$ cat src/rtl/trng_pkg.sv
// rtl/trng_pkg.sv - shared types, constants and von Neumann pair decode for the TRNG byte packer
//
// Contents:
//   state_t          packer FSM state: FILL (collecting bits) / FULL (word waiting for consumer)
//   TRNG_BYTE_WIDTH  default bits per byte lane
//   vn_decode()      von Neumann pair decode, returns {keep, bit}
package trng_pkg;

    typedef enum logic {
        FILL = 1'b0,
        FULL = 1'b1
    } state_t;

    localparam int TRNG_BYTE_WIDTH = 8;

    // A pair is kept only when its two samples differ; the kept bit is the
    // first sample (01 -> 0, 10 -> 1). 00 and 11 carry no usable entropy.
    function automatic logic [1:0] vn_decode(input logic first, input logic second);
        return {first ^ second, first};
    endfunction

endpackage

$ cat src/rtl/trng_vn_debias.sv
// rtl/trng_vn_debias.sv - von Neumann corrector with bypass for the raw TRNG sample stream
//
// Ports:
//   clk, rst     clock, synchronous active-high reset
//   en           1 = pair-wise correction, 0 = samples pass straight through
//   bit_valid    raw sample strobe (already gated off by the packer while its word is full)
//   sample_bit   raw sample
//   acc_valid    an accepted bit is available this cycle (combinational)
//   acc_bit      the accepted bit
module trng_vn_debias
    import trng_pkg::*;
(
    input  logic clk,
    input  logic rst,
    input  logic en,
    input  logic bit_valid,
    input  logic sample_bit,
    output logic acc_valid,
    output logic acc_bit
);

    logic       held_valid;
    logic       held_bit;
    logic       prev_en;
    logic       en_changed;
    logic       pair_ok;
    logic [1:0] pair;

    // A held half-pair only counts if the mode has not just changed; a sample
    // arriving in the change cycle starts a fresh pair instead.
    always_comb begin
        en_changed = en ^ prev_en;
        pair_ok    = held_valid && !en_changed;
        pair       = vn_decode(held_bit, sample_bit);
        acc_valid  = 1'b0;
        acc_bit    = sample_bit;
        if (bit_valid) begin
            if (!en) begin
                acc_valid = 1'b1;
            end else if (pair_ok) begin
                acc_valid = pair[1];
                acc_bit   = pair[0];
            end
        end
    end

    always_ff @(posedge clk) begin
        if (rst) begin
            held_valid <= 1'b0;
            held_bit   <= 1'b0;
            prev_en    <= 1'b0;
        end else begin
            prev_en <= en;
            if (bit_valid && en) begin
                if (pair_ok) begin
                    held_valid <= 1'b0;
                end else begin
                    held_valid <= 1'b1;
                    held_bit   <= sample_bit;
                end
            end else if (en_changed || !en) begin
                held_valid <= 1'b0;
            end
        end
    end

endmodule

$ cat src/rtl/trng_byte_packer.sv
// rtl/trng_byte_packer.sv - packs (optionally debiased) TRNG bits into bytes and words for a byte-write register
//
// Ports:
//   clk, rst       clock, synchronous active-high reset
//   bit_valid_i    raw sample strobe
//   bit_i          raw sample
//   vn_en_i        1 = von Neumann correction, 0 = raw pass-through
//   clr_ovf_i      clears overflow_o (a same-cycle drop wins)
//   we_o           one-hot byte-lane write enable, one cycle per completed byte
//   d_o            completed byte replicated on every lane
//   word_valid_o   downstream register holds a full word
//   word_ready_i   consumer takes the word
//   overflow_o     sticky: a sample was dropped while the word was full
//   byte_idx_o     bytes written into the current word
module trng_byte_packer
    import trng_pkg::*;
#(
    parameter int WIDTH      = 32,
    parameter int BYTE_WIDTH = TRNG_BYTE_WIDTH,
    localparam int WE_WIDTH  = WIDTH / BYTE_WIDTH,
    localparam int BIDX_W    = $clog2(WE_WIDTH) + 1
) (
    input  logic                clk,
    input  logic                rst,
    input  logic                bit_valid_i,
    input  logic                bit_i,
    input  logic                vn_en_i,
    input  logic                clr_ovf_i,
    output logic [WE_WIDTH-1:0] we_o,
    output logic [WIDTH-1:0]    d_o,
    output logic                word_valid_o,
    input  logic                word_ready_i,
    output logic                overflow_o,
    output logic [BIDX_W-1:0]   byte_idx_o
);

    localparam int CNT_W = (BYTE_WIDTH > 1) ? $clog2(BYTE_WIDTH) : 1;

    state_t                state;
    state_t                state_next;
    logic [BYTE_WIDTH-1:0] shift_reg;
    logic [BYTE_WIDTH-1:0] byte_next;
    logic [CNT_W-1:0]      bit_cnt;
    logic                  fill_valid;
    logic                  drop;
    logic                  byte_done;
    logic                  acc_valid;
    logic                  acc_bit;

    // Samples never reach the corrector while the word is full, so its
    // half-pair stays frozen until the consumer drains the word.
    always_comb begin
        fill_valid = bit_valid_i && (state == FILL);
        drop       = bit_valid_i && (state == FULL);
    end

    trng_vn_debias u_debias (
        .clk        (clk),
        .rst        (rst),
        .en         (vn_en_i),
        .bit_valid  (fill_valid),
        .sample_bit (bit_i),
        .acc_valid  (acc_valid),
        .acc_bit    (acc_bit)
    );

    // LSB-first: shifting right means the first accepted bit ends in bit 0.
    always_comb begin
        byte_next = {acc_bit, shift_reg[BYTE_WIDTH-1:1]};
        byte_done = acc_valid && (bit_cnt == CNT_W'(BYTE_WIDTH - 1));
    end

    always_ff @(posedge clk) begin
        if (rst) begin
            state <= FILL;
        end else begin
            state <= state_next;
        end
    end

    // FULL is entered on the edge that ends the last-lane write pulse, so
    // word_valid_o rises once the downstream register has captured that lane.
    always_comb begin
        state_next = state;
        case (state)
            FILL: begin
                if (we_o[WE_WIDTH-1]) begin
                    state_next = FULL;
                end
            end
            FULL: begin
                if (word_ready_i) begin
                    state_next = FILL;
                end
            end
            default: state_next = FILL;
        endcase
    end

    always_ff @(posedge clk) begin
        if (rst) begin
            shift_reg    <= '0;
            bit_cnt      <= '0;
            we_o         <= '0;
            d_o          <= '0;
            byte_idx_o   <= '0;
            word_valid_o <= 1'b0;
            overflow_o   <= 1'b0;
        end else begin
            we_o <= '0;
            if (acc_valid) begin
                shift_reg <= byte_next;
                if (byte_done) begin
                    bit_cnt    <= '0;
                    we_o       <= WE_WIDTH'(1) << byte_idx_o;
                    d_o        <= {WE_WIDTH{byte_next}};
                    byte_idx_o <= byte_idx_o + BIDX_W'(1);
                end else begin
                    bit_cnt <= bit_cnt + CNT_W'(1);
                end
            end
            if ((state == FULL) && word_ready_i) begin
                byte_idx_o <= '0;
            end
            word_valid_o <= (state_next == FULL);
            if (drop) begin
                overflow_o <= 1'b1;
            end else if (clr_ovf_i) begin
                overflow_o <= 1'b0;
            end
        end
    end

endmodule

$ cat config.mk
export PLATFORM = sky130hd
export DESIGN_NAME = trng_byte_packer
export DESIGN_NICKNAME = d
export VERILOG_FILES = /design/src/rtl/trng_pkg.sv /design/src/rtl/trng_vn_debias.sv /design/src/rtl/trng_byte_packer.sv
export SDC_FILE = /design/constraint.sdc
export NUM_CORES = 1
export LEC_CHECK = 0
export BUFFER_PORTS_ARGS = -buffer_cell sky130_fd_sc_hd__buf_2
export CAP_MARGIN = 20
export CORE_MARGIN = 4
export CORE_UTILIZATION = 52
export CTS_CLUSTER_DIAMETER = 40
export CTS_CLUSTER_SIZE = 12
export DETAILED_ROUTE_END_ITERATION = 16
export PLACE_DENSITY_LB_ADDON = 0.12
export SYNTH_ARGS = -nofsm -noshare
export SYNTH_HDL_FRONTEND = slang
export SYNTH_SLANG_ARGS = --single-unit
$ cat constraint.sdc
create_clock -name clk -period 4.9 [get_ports clk]
set_clock_uncertainty 0.2 [all_clocks]
set_input_delay 0.98 -clock clk [delete_from_list [all_inputs] [get_ports clk]]
set_output_delay 0.98 -clock clk [all_outputs]
set_load 0.03 [all_outputs]
Word-level counts from Yosys, hierarchy flattened:

Cells that the tools add are included.
W data, S select, Z words.

* register bits: 55
* bits of input ports: 7
* output and inout port bits: 41
* logic and storage cells: 48

* $add $sub $neg: 2
* eq/ne operators: 1
* shifts and indexed selects: 1
* multiplexer cells: 15
* bitwise logic cells: 5
* reductions and logical operators: 14

Operators with widths (count)
* $mux W1: 13
* $add A3 B1 Y3 const B: 2
* $logic_and A1 B1 Y1: 6
* $reduce_bool A2 Y1: 2
* $shl A1 B3 Y4 const A: 1
* $eq A3 B3 Y1 const B: 1
* $mux W3: 1
* $not A1 Y1: 3
* $reduce_or A3 Y1: 1
* $logic_not A1 Y1: 2
* $pmux W1 S2: 1
* $reduce_and A2 Y1: 1
* $reduce_or A2 Y1: 1
* $xor A1 B1 Y1: 2
* $logic_or A1 B1 Y1: 1

Longest topological paths before layout:

Gate-level depths: netlist (run 1).

* depth after elaboration: 9
* depth in mapped cells: 6

By module:

A second synthesis (run 1) with hierarchy kept.

* cells, all modules: 152
* area total of the unflattened synthesis: 1458.9 um^2

Modules (own cells, without submodules)
* trng_byte_packer: times used 1, cells each 133, area an instance 1282.5 um^2, sequential area each 540.5 um^2
* trng_vn_debias: times used 1, cells each 19, area an instance 176.4 um^2, sequential area each 60.1 um^2

Worst setup path before layout (run 1):

Ideal clock, no wire load.

* kind: input port to flip-flop
* start: input port vn_en_i
* end: register bit_cnt[0]
* library setup time: 67 ps
* arrival time: 2210 ps
* required time: 4633 ps
* path slack: 2423 ps
* stages on the path: 6
* path buffers: 1
* path through: ha_1 > and4bb_1 > a21oi_2 > buf_6 > or3_1 > a21oi_2

* word-level cells in the longest chain between the ends: 8

Ends and longest elaborated chain
* from (decl): line trng_byte_packer.sv:27 `input logic vn_en_i,`
* $xor A1 B1 Y1: line trng_vn_debias.sv:32 `en_changed = en ^ prev_en;`
* $logic_not A1 Y1: line trng_vn_debias.sv:33 `pair_ok = held_valid && !en_changed;`
* $logic_and A1 B1 Y1: line trng_vn_debias.sv:33
* $mux W1: line trng_vn_debias.sv:40 `end else if (pair_ok) begin`
* $mux W1 (*): line trng_vn_debias.sv:38 `if (!en) begin`
* $mux W1 (*): line trng_vn_debias.sv:37 `if (bit_valid) begin`
* $logic_and A1 B1 Y1: line trng_byte_packer.sv:70 `byte_done = acc_valid && (bit_cnt == CNT_W'(BYTE_WIDTH - 1));`
* $mux W3: line trng_byte_packer.sv:113 `if (byte_done) begin`
* to (signal assigned): line trng_byte_packer.sv:119 `bit_cnt <= bit_cnt + CNT_W'(1);`
* to (decl): line trng_byte_packer.sv:43 `logic [CNT_W-1:0] bit_cnt;`

Mark *: on every way between the ends. The rest lies on a longest branch, timed or not.
A chain may end at the register's enable or synchronous reset.

Worst setup path in the final report (run 1):

* start: input port vn_en_i
* end: register we_o[2]

* word-level cells in the longest chain between the ends: 9

Ends and longest elaborated chain
* $xor A1 B1 Y1: line trng_vn_debias.sv:32
* $logic_not A1 Y1: line trng_vn_debias.sv:33
* $logic_and A1 B1 Y1: line trng_vn_debias.sv:33
* $mux W1: line trng_vn_debias.sv:40
* $mux W1 (*): line trng_vn_debias.sv:38
* $mux W1 (*): line trng_vn_debias.sv:37
* $logic_and A1 B1 Y1: line trng_byte_packer.sv:70
* $not A1 Y1 (no line)
* $reduce_or A3 Y1 (no line) (*)
* to (signal assigned): line trng_byte_packer.sv:115 `we_o <= WE_WIDTH'(1) << byte_idx_o;`
* to (decl): line trng_byte_packer.sv:29 `output logic [WE_WIDTH-1:0] we_o,`

Marked as above.

==> results of run 1 <==
## per-layer routing
layer  track usage  part of all wire  vias up
li1              -                 -      566
met5             0                 0        -
met3        0.0436             0.083        6
met4        0.0886             0.021        0
met2         0.254              0.44       40
met1         0.199              0.45      482
## kinds of logic (layout without fill, tap and decap cells)
logic type,after synthesis,in the layout,synth area share
flip-flops,30,30,0.435
XOR/XNOR,1,1,0.00635
AND/OR/NAND/NOR,48,48,0.174
AO/OA/AOI/OAI,38,38,0.151
adder cells (fa/ha/maj),4,4,0.0363
multiplexers,3,3,0.0218
buffers and inverters,36,58,0.175
## area by class of cell
| cell class | count | area (um2) | area share |
|---|---|---|---|
| Clock buffer | 8 | 78.8 | 0.0525 |
| Inverter | 3 | 11.3 | 0.00750 |
| Multi-Input combinational cell | 94 | 538 | 0.358 |
| Sequential cell | 30 | 601 | 0.400 |
| Tap cell | 30 | 37.5 | 0.0250 |
| Timing Repair Buffer | 47 | 235 | 0.157 |
## power groups by stage
stage | clock network, W | registers (W) | logic [W]
after floorplan | 0 | 0.000254 | 0.0000196
after global routing | 0.000197 | 0.000249 | 0.0000265
after CTS | 0.000186 | 0.000249 | 0.0000238
final | 0.000181 | 0.000249 | 0.0000236
after global placement | 0 | 0.000254 | 0.0000228
after detailed placement | 0 | 0.000255 | 0.0000237
## final timing paths
path	startpoint	to	slack [ns]	cells after the start
worst max-delay path	vn_en_i	we_o[2]	2.23	6
worst min-delay path	shift_reg[1]	shift_reg[1]	0.26	2
worst max register to register	u_debias.prev_en	we_o[2]	2.70	5
worst min register to register	shift_reg[1]	shift_reg[1]	0.26	2
## Yosys cell counts
cell type / n / area [um2]
nor3b_1: 4 / 30.0
and4_1: 1 / 8.76
a21o_1: 2 / 15.0
nor2_1: 6 / 22.5
o21ai_0: 10 / 50.1
nand2b_1: 1 / 6.26
and4bb_1: 1 / 12.5
a31oi_1: 1 / 6.26
nor2b_1: 1 / 6.26
a21oi_1: 21 / 105
buf_2: 1 / 5.00
buf_6: 1 / 11.3
nand3_1: 10 / 50.1
or3_1: 2 / 12.5
nand2_1: 19 / 71.3
mux2i_1: 3 / 30.0
buf_4: 26 / 195
clkbuf_1: 4 / 15.0
xor2_1: 1 / 8.76
buf_1: 1 / 3.75
nor3_1: 1 / 5.00
ha_1: 4 / 50.1
nand3b_1: 1 / 7.51
a21oi_2: 2 / 17.5
a211oi_1: 2 / 15.0
inv_1: 3 / 11.3
dfxtp_1: 30 / 601
or4_1: 1 / 7.51
## critical path: stages
cell and delay, ns:
buf_2 0.12, ha_1 0.33, and4bb_1 0.33, a21o_1 0.50
nand3_1 0.21, nor3b_1 0.24
## per-stage QoR
stage | util | instances
floorplan | - | 160
global placement | 0.569 | 204
detailed placement | 0.569 | 204
CTS | 0.601 | 212
global route | 0.601 | 212
finish | 0.601 | 212
==> flow_summary.yaml, run 1 <==
routing:
  drt_wl_total_mm: 2.63
  wl_per_cell_um: 12.4
  final_antenna_net_count: 0
  firstDrtPassIters: 4
  drc: 0
  drt_iter0_drc: 20
  vias: 1094
  viasPerCell: 5.16
cells_and_area:
  nets: 192
  drive_above_1_share: 0.313
  layout_commonest_cell: "buf_2"
  final_cell_mix: "47 x buf_2, 30 x dfxtp_1, 21 x a21oi_1"
  area_delta_synth_final_pct: 8.79
  nFillCells: 234
  antennaDiodeCount: 0
  largest_reg_flops: 8
  stdcell_area_mm2: 0.00150
critical_path:
  path_class: "input port to register"
  critPathLaunchType: "input port"
  required_ns: 4.94
  worst-endpoint-arrival_ns: 2.72
  crit_fanout: 20
  end_kind: "register"
clock_network:
  htree_levels: 2
  post_cts_buffers: 0
  cts_root_buffer: "clkbuf_4"
  clk_latency_ns: 0.32
  clock_sinks: 30
  cts.clk_slew.worst_paths_ns: 0.09
  clockBufferDepth: 2
  ctsHoldBuffers: 0
  cts_buffers: 5
  post_cts_resized: 0
  cts_tree: "done"
global_route:
  grt_pass1_vias: 993
  antenna_found_initial: 0
  grt_start_max_net_pins: 27
  overflow: 0
  grt_pass1_wl_mm: 4.35
  grt_util_all_layers: 0.162
timing:
  hold_violations: 0
  setup_tns_ns: 0
  whs_ns: 0.261
  setup_viol: 0
  worst_pin_slew_ns: 0.794
  slew_headroom: 0.471
  fmax_mhz: 374
  slew_violations: 0
  rsz0062_at_grt: "false"
  fin_crit_ns: 2.67
  post-route-period-util: 0.545
  setup_slack_ns: 2.23
yosys:
  synth_area_mm2: 0.00138
  synthCells: 160
  synth_cell_types: 28
  yosysSeqAreaShare: 0.435
  yosysWarningCount: 0
  ys_seq_elements: 30
  synth_nets: 171
  synth.avg_cell_area_um2: 8.63
run:
  drv_cap: 0
placement:
  gp_congestion: 0.688
  placed_cell_area_mm2: 0.00142
  dpl.hpwl_mm: 1.88
  place_ws_ns: 1.90
  io_buffers: 47
run_status:
  status: "finished clean"
floorplanning:
  initial_utilization: 0.552
  dieArea_mm2: 0.00354
  die_w_um: 59.5
  placementRows: 18
  coreArea_mm2: 0.00250
  die_h_um: 59.5
  io_pins: 48
power:
  p_sw_frac: 0.222
  clkPwrFrac: 0.398
  p_int_w: 0.000352
  p_sw_w: 0.000101
  combPwrFrac: 0.052
  power_frac_seq: 0.550
  p_total_w: 0.000453
  p_leak_nw: 0.705
  power_density_mw_per_mm2: 302
  ir_worst_vdd_mv: 0.215
worst_hold_path:
  hold_path_class: "register to register"
(Power assumes the default switching activity.)
==> run 2: changes to the inputs <==
--- a/config.mk
+++ b/config.mk
@@ -8,7 +8,7 @@
 export BUFFER_PORTS_ARGS = -buffer_cell sky130_fd_sc_hd__buf_2
 export CAP_MARGIN = 20
 export CORE_MARGIN = 4
-export CORE_UTILIZATION = 52
+export CORE_UTILIZATION = 44
 export CTS_CLUSTER_DIAMETER = 40
 export CTS_CLUSTER_SIZE = 12
 export DETAILED_ROUTE_END_ITERATION = 16
==> constraint.sdc (replaced) <==
create_clock -name clk -period 2.3 [get_ports clk]
set_clock_uncertainty 0.2 [all_clocks]
set_input_delay 0.46 -clock clk [delete_from_list [all_inputs] [get_ports clk]]
set_output_delay 0.46 -clock clk [all_outputs]
set_load 0.03 [all_outputs]
==> run 2 against run 1 <==
- clock power increased by 54%
- largest cell class unchanged
- global-route usage decreased by 2.2 points
- power increased by 92%
- die area increased by 16%
==> flow_summary.yaml, run 2 (synthesis gave the netlist of run 1 again) <==
run_status:
  status: "finished clean"
power:
  p_sw_w: 0.000203
  p_leak_nw: 0.720
  power_frac_seq: 0.611
  clkPwrFrac: 0.320
  combPwrFrac: 0.069
  p_int_w: 0.000665
  power_density_mw_per_mm2: 563
  ir_worst_vdd_mv: 0.260
  p_sw_frac: 0.234
clock_network:
  cts_tree: "done"
  ctsHoldBuffers: 0
  clockBufferDepth: 2
  cts.clk_slew.worst_paths_ns: 0.08
  htree_levels: 2
  post_cts_resized: 0
  post_cts_buffers: 0
  clock_sinks: 30
  clk_latency_ns: 0.32
  cts_root_buffer: "clkbuf_4"
  cts_buffers: 5
critical_path:
  cpPeakStageDelay_ns: 0.33
  critPathTopFamily: "simple AND/OR/NAND/NOR gates"
  crit_buf_inv: 1
  cp-startpoint: "u_debias.prev_en"
  crit_chain: "ha_1 > and4bb_1 > a21oi_2 > buf_4 > or3_1 > a21oi_2"
  critPathLaunchType: "register"
  cpMaxStageDelayCell: "and4bb_1"
  required_ns: 2.36
  worstReg2RegEnd: "bit_cnt[0]"
  r2r_start: "u_debias.prev_en"
  crit_fanout: 5
  crit_cells: 6
  reg2reg_depth: 6
  setup.worst_path.end: "bit_cnt[0]"
  crit_top_cell: "a21oi_2"
  path_class: "register to register"
  worst-endpoint-arrival_ns: 1.98
  reg2reg_setup_slack_ns: 0.38
  end_kind: "register"
global_route:
  overflow: 0
  grt_util_all_layers: 0.140
  antenna_found_initial: 0
  grt_pass1_vias: 1017
  grt_start_max_net_pins: 27
  grt_pass1_wl_mm: 4.51
routing:
  wl_per_cell_um: 11.5
  viasPerCell: 4.89
  drc: 0
  drt_wl_total_mm: 2.66
  firstDrtPassIters: 4
  drt_iter0_drc: 27
  vias: 1130
  final_antenna_net_count: 0
timing:
  post-route-period-util: 0.835
  hold_violations: 0
  rsz0062_at_grt: "false"
  fmax_mhz: 521
  setup_tns_ns: 0
  fin_crit_ns: 1.92
  worst_pin_slew_ns: 0.483
  setup_viol: 0
  slew_headroom: 0.678
  whs_ns: 0.204
  slew_violations: 0
cells_and_area:
  nets: 198
  fin_util: 0.510
  antennaDiodeCount: 0
  drive_above_1_share: 0.321
  fin_cells: 231
  final_cell_mix: "47 x buf_2, 30 x dfxtp_1, 21 x a21oi_1"
  layout_commonest_cell: "buf_2"
  largest_reg_flops: 8
  area_delta_synth_final_pct: 11.8
  stdcell_area_mm2: 0.00154
placement:
  gp_congestion: 0.706
  io_buffers: 47
  dpl.hpwl_mm: 1.88
  placed_cell_area_mm2: 0.00150
  place_inst: 224
floorplanning:
  die_h_um: 64.0
  coreArea_mm2: 0.00303
  die_w_um: 64.0
  dieArea_mm2: 0.00410
  placementRows: 20
  initial_utilization: 0.456
  io_pins: 48
run:
  drv_cap: 0
worst_hold_path:
  hold_path_class: "input port to register"
-- run 2: cell types whose count changed in the layout (fill, tap and decap cells not counted) --
cell,change
clkbuf_8,-3
clkbuf_1,+2
buf_4,+5
buf_12,+1
-- run 2: power by group through the flow --
stage / clock, W / combinational (W) / sequential, W
floorplan: 0 / 0.0000417 / 0.000541
global placement: 0 / 0.0000583 / 0.000542
detailed placement: 0 / 0.0000596 / 0.000542
CTS: 0.000287 / 0.0000602 / 0.000530
global route: 0.000307 / 0.0000682 / 0.000531
finish: 0.000278 / 0.0000598 / 0.000530
-- run 2: worst reg2reg max path: cells and delay by family, from the launching register on --
kind | cells | cell delay, ns
buffers and inverters | 1 | 0.17
and+or+nand+nor | 2 | 0.65
DFF | 1 | 0.31
AOI/OAI and AO/OA | 2 | 0.22
adders and majority gates | 1 | 0.30
-- run 2: through the flow --
step	setup WS, ns	total power (W)
after global routing	0.278	0.000906
after CTS	0.387	0.000877
after floorplan	0.343	0.000583
after global placement	0.123	0.000600
final	0.379	0.000868
after detailed placement	0.0985	0.000602
-- run 2: area by class of cell --
type                       count  area (um2)
clock buffer                   7        45.0
fill                         303        1490
inverter                       3        11.3
multi-input combinational     94         538
sequential                    30         601
tap                           44        55.1
timing repair buffer          53         293
-- run 2: worst min path at each step --
stage          slack [ns]  depth (start not counted)         start          endpoint
2_1_floorplan        0.23                          2  shift_reg[1]      shift_reg[1]
6_report             0.20                          3     clr_ovf_i        overflow_o
3_3_place_gp         0.24                          2  shift_reg[1]      shift_reg[1]
3_5_place_dp         0.25                          2  shift_reg[1]      shift_reg[1]
5_1_grt              0.21                          3     clr_ovf_i        overflow_o
4_1_cts              0.20                          2       vn_en_i  u_debias.prev_en
-- run 2: metal layers --
layer / part of all wire / track usage / vias to the layer above
li1: - / - / 579
met1: 0.48 / 0.172 / 511
met2: 0.44 / 0.219 / 33
met3: 0.063 / 0.0457 / 7
met4: 0.017 / 0.0647 / 0
met5: 0 / 0 / -
==> run 3: changes to the inputs <==
--- a/config.mk
+++ b/config.mk
@@ -8,7 +8,7 @@
 export BUFFER_PORTS_ARGS = -buffer_cell sky130_fd_sc_hd__buf_2
 export CAP_MARGIN = 20
 export CORE_MARGIN = 4
-export CORE_UTILIZATION = 44
+export CORE_UTILIZATION = 49
 export CTS_CLUSTER_DIAMETER = 40
 export CTS_CLUSTER_SIZE = 12
 export DETAILED_ROUTE_END_ITERATION = 16
==> constraint.sdc (replaced) <==
create_clock -name clk -period 2 [get_ports clk]
set_clock_uncertainty 0.2 [all_clocks]
set_input_delay 0.4 -clock clk [delete_from_list [all_inputs] [get_ports clk]]
set_output_delay 0.4 -clock clk [all_outputs]
set_load 0.03 [all_outputs]
==> run 3 against run 2 <==
- final cell count decreased by 4.3%
- critical path type unchanged
- maximum frequency up 3.8%
- highest routed layer unchanged
- clock-buffer cell count shrank 1
==> flow_summary.yaml, run 3 (synthesis gave the netlist of run 1 again) <==
power:
  p_leak_nw: 0.756
  p_sw_frac: 0.214
  clkPwrFrac: 0.420
  p_total_w: 0.00118
  power_density_mw_per_mm2: 743
  combPwrFrac: 0.064
  ir_worst_vdd_mv: 0.777
  p_int_w: 0.000929
  p_sw_w: 0.000253
  power_frac_seq: 0.516
routing:
  wl_per_cell_um: 12.4
  viasPerCell: 5.07
  drt_iter0_drc: 17
  vias: 1120
  drt_wl_total_mm: 2.74
  drc: 0
  firstDrtPassIters: 4
  final_antenna_net_count: 0
placement:
  io_buffers: 47
  gp_congestion: 0.766
  dpl.hpwl_mm: 1.99
global_route:
  grt_util_all_layers: 0.163
  grt_start_max_net_pins: 18
  overflow: 0
  grt_pass1_vias: 982
  grt_pass1_wl_mm: 4.39
  antenna_found_initial: 0
floorplanning:
  coreArea_mm2: 0.00259
  die_h_um: 61.1
  die_w_um: 61.1
  placementRows: 18
  io_pins: 48
  initial_utilization: 0.533
  dieArea_mm2: 0.00373
critical_path:
  cpMaxStageDelayCell: "dfxtp_1"
  r2r_start: "u_debias.prev_en"
  crit_fanout: 9
  required_ns: 2.07
  path_class: "register to register"
  critPathLaunchType: "register"
  reg2reg_setup_slack_ns: 0.15
  cpPeakStageDelay_ns: 0.32
  end_kind: "register"
  crit_chain: "ha_1 > and4bb_1 > a21oi_2 > buf_4 > o21ai_0 > a21oi_1"
  worst-endpoint-arrival_ns: 1.92
  worstReg2RegEnd: "d_o[25]"
  reg2reg_depth: 6
timing:
  worst_pin_slew_ns: 0.321
  fmax_mhz: 541
  setup_viol: 0
  setup_tns_ns: 0
  post-route-period-util: 0.925
  hold_violations: 0
  fin_crit_ns: 1.85
  rsz0062_at_grt: "false"
  slew_headroom: 0.786
  slew_violations: 0
run:
  drv_cap: 0
clock_network:
  ctsHoldBuffers: 0
  post_cts_buffers: 0
  cts.clk_slew.worst_paths_ns: 0.09
  cts_tree: "done"
  cts_root_buffer: "clkbuf_4"
  cts_buffers: 5
  clk_latency_ns: 0.33
  htree_levels: 2
  clock_sinks: 30
  post_cts_resized: 0
  clockBufferDepth: 2
run_status:
  status: "finished clean"
cells_and_area:
  area_delta_synth_final_pct: 15.3
  antennaDiodeCount: 0
  drive_above_1_share: 0.346
  largest_reg_flops: 8
  nets: 202
  nFillCells: 238
  layout_commonest_cell: "buf_2"
  final_cell_mix: "47 x buf_2, 30 x dfxtp_1, 21 x a21oi_1"
worst_hold_path:
  hold_path_class: "input port to register"
  hp-start: "clr_ovf_i"
  hold_depth: 3
  min_to: "overflow_o"
==> run 3: changes by cell type in the layout (fill, tap and decap cells not counted) <==
cell / delta
bufinv_16: +1
clkbuf_8: +1
buf_4: +4
clkbuf_1: -2
==> run 3: metal layers <==
layer	vias up	GRT usage	part of all wire
li1	578	-	-
met1	502	0.192	0.46
met2	35	0.252	0.44
met3	5	0.0566	0.086
met4	0	0.102	0.017
met5	-	0	0
==> run 3: power by group through the flow <==
stage / Clock (W) / Sequential (W) / Combinational, W
finish: 0.000496 / 0.000610 / 0.0000760
global route: 0.000541 / 0.000611 / 0.0000845
CTS: 0.000507 / 0.000610 / 0.0000767
detailed placement: 0 / 0.000624 / 0.0000763
global placement: 0 / 0.000623 / 0.0000750
floorplan: 0 / 0.000622 / 0.0000480
==> run 3: how the worst max path moves through the flow <==
stage | startpoint | endpoint | slack [ns]
after floorplan | vn_en_i | bit_cnt[0] | 0.10
after global placement | vn_en_i | shift_reg[7] | -0.04
after detailed placement | vn_en_i | d_o[25] | -0.08
after CTS | u_debias.prev_en | d_o[25] | 0.12
after global routing | u_debias.prev_en | shift_reg[7] | 0.001
final | u_debias.prev_en | d_o[25] | 0.15
==> run 3: worst max-delay path: cells and delay by family (launching register included) <==
family | cells | cell delay, ns
AOI/OAI and AO/OA | 3 | 0.53
buffers and inverters | 1 | 0.22
DFF | 1 | 0.32
adders and majority gates | 1 | 0.28
and+or+nand+nor | 1 | 0.23
==> run 3: per-stage QoR <==
step	setup slack (ns)	util	area (um2)	hold slack, ns	cells
2_1_floorplan	0.103	-	1380	0.232	160
3_3_place_gp	-0.0357	0.583	1510	0.244	214
3_5_place_dp	-0.0825	0.583	1510	0.252	214
4_1_cts	0.123	0.614	1590	0.126	221
5_1_grt	0.00144	0.614	1590	0.134	221
6_report	0.150	0.614	1590	0.134	221
==> run 3: final cells by class <==
| cell class | count | area, um2 | share of cell area |
|---|---|---|---|
| clock inverter | 1 | 30.0 | 0.0189 |
| multi-input combinational | 94 | 538 | 0.338 |
| tap | 30 | 37.5 | 0.0236 |
| clock buffer | 6 | 51.3 | 0.0322 |
| sequential | 30 | 601 | 0.377 |
| timing repair buffer | 57 | 323 | 0.203 |
| inverter | 3 | 11.3 | 0.00708 |
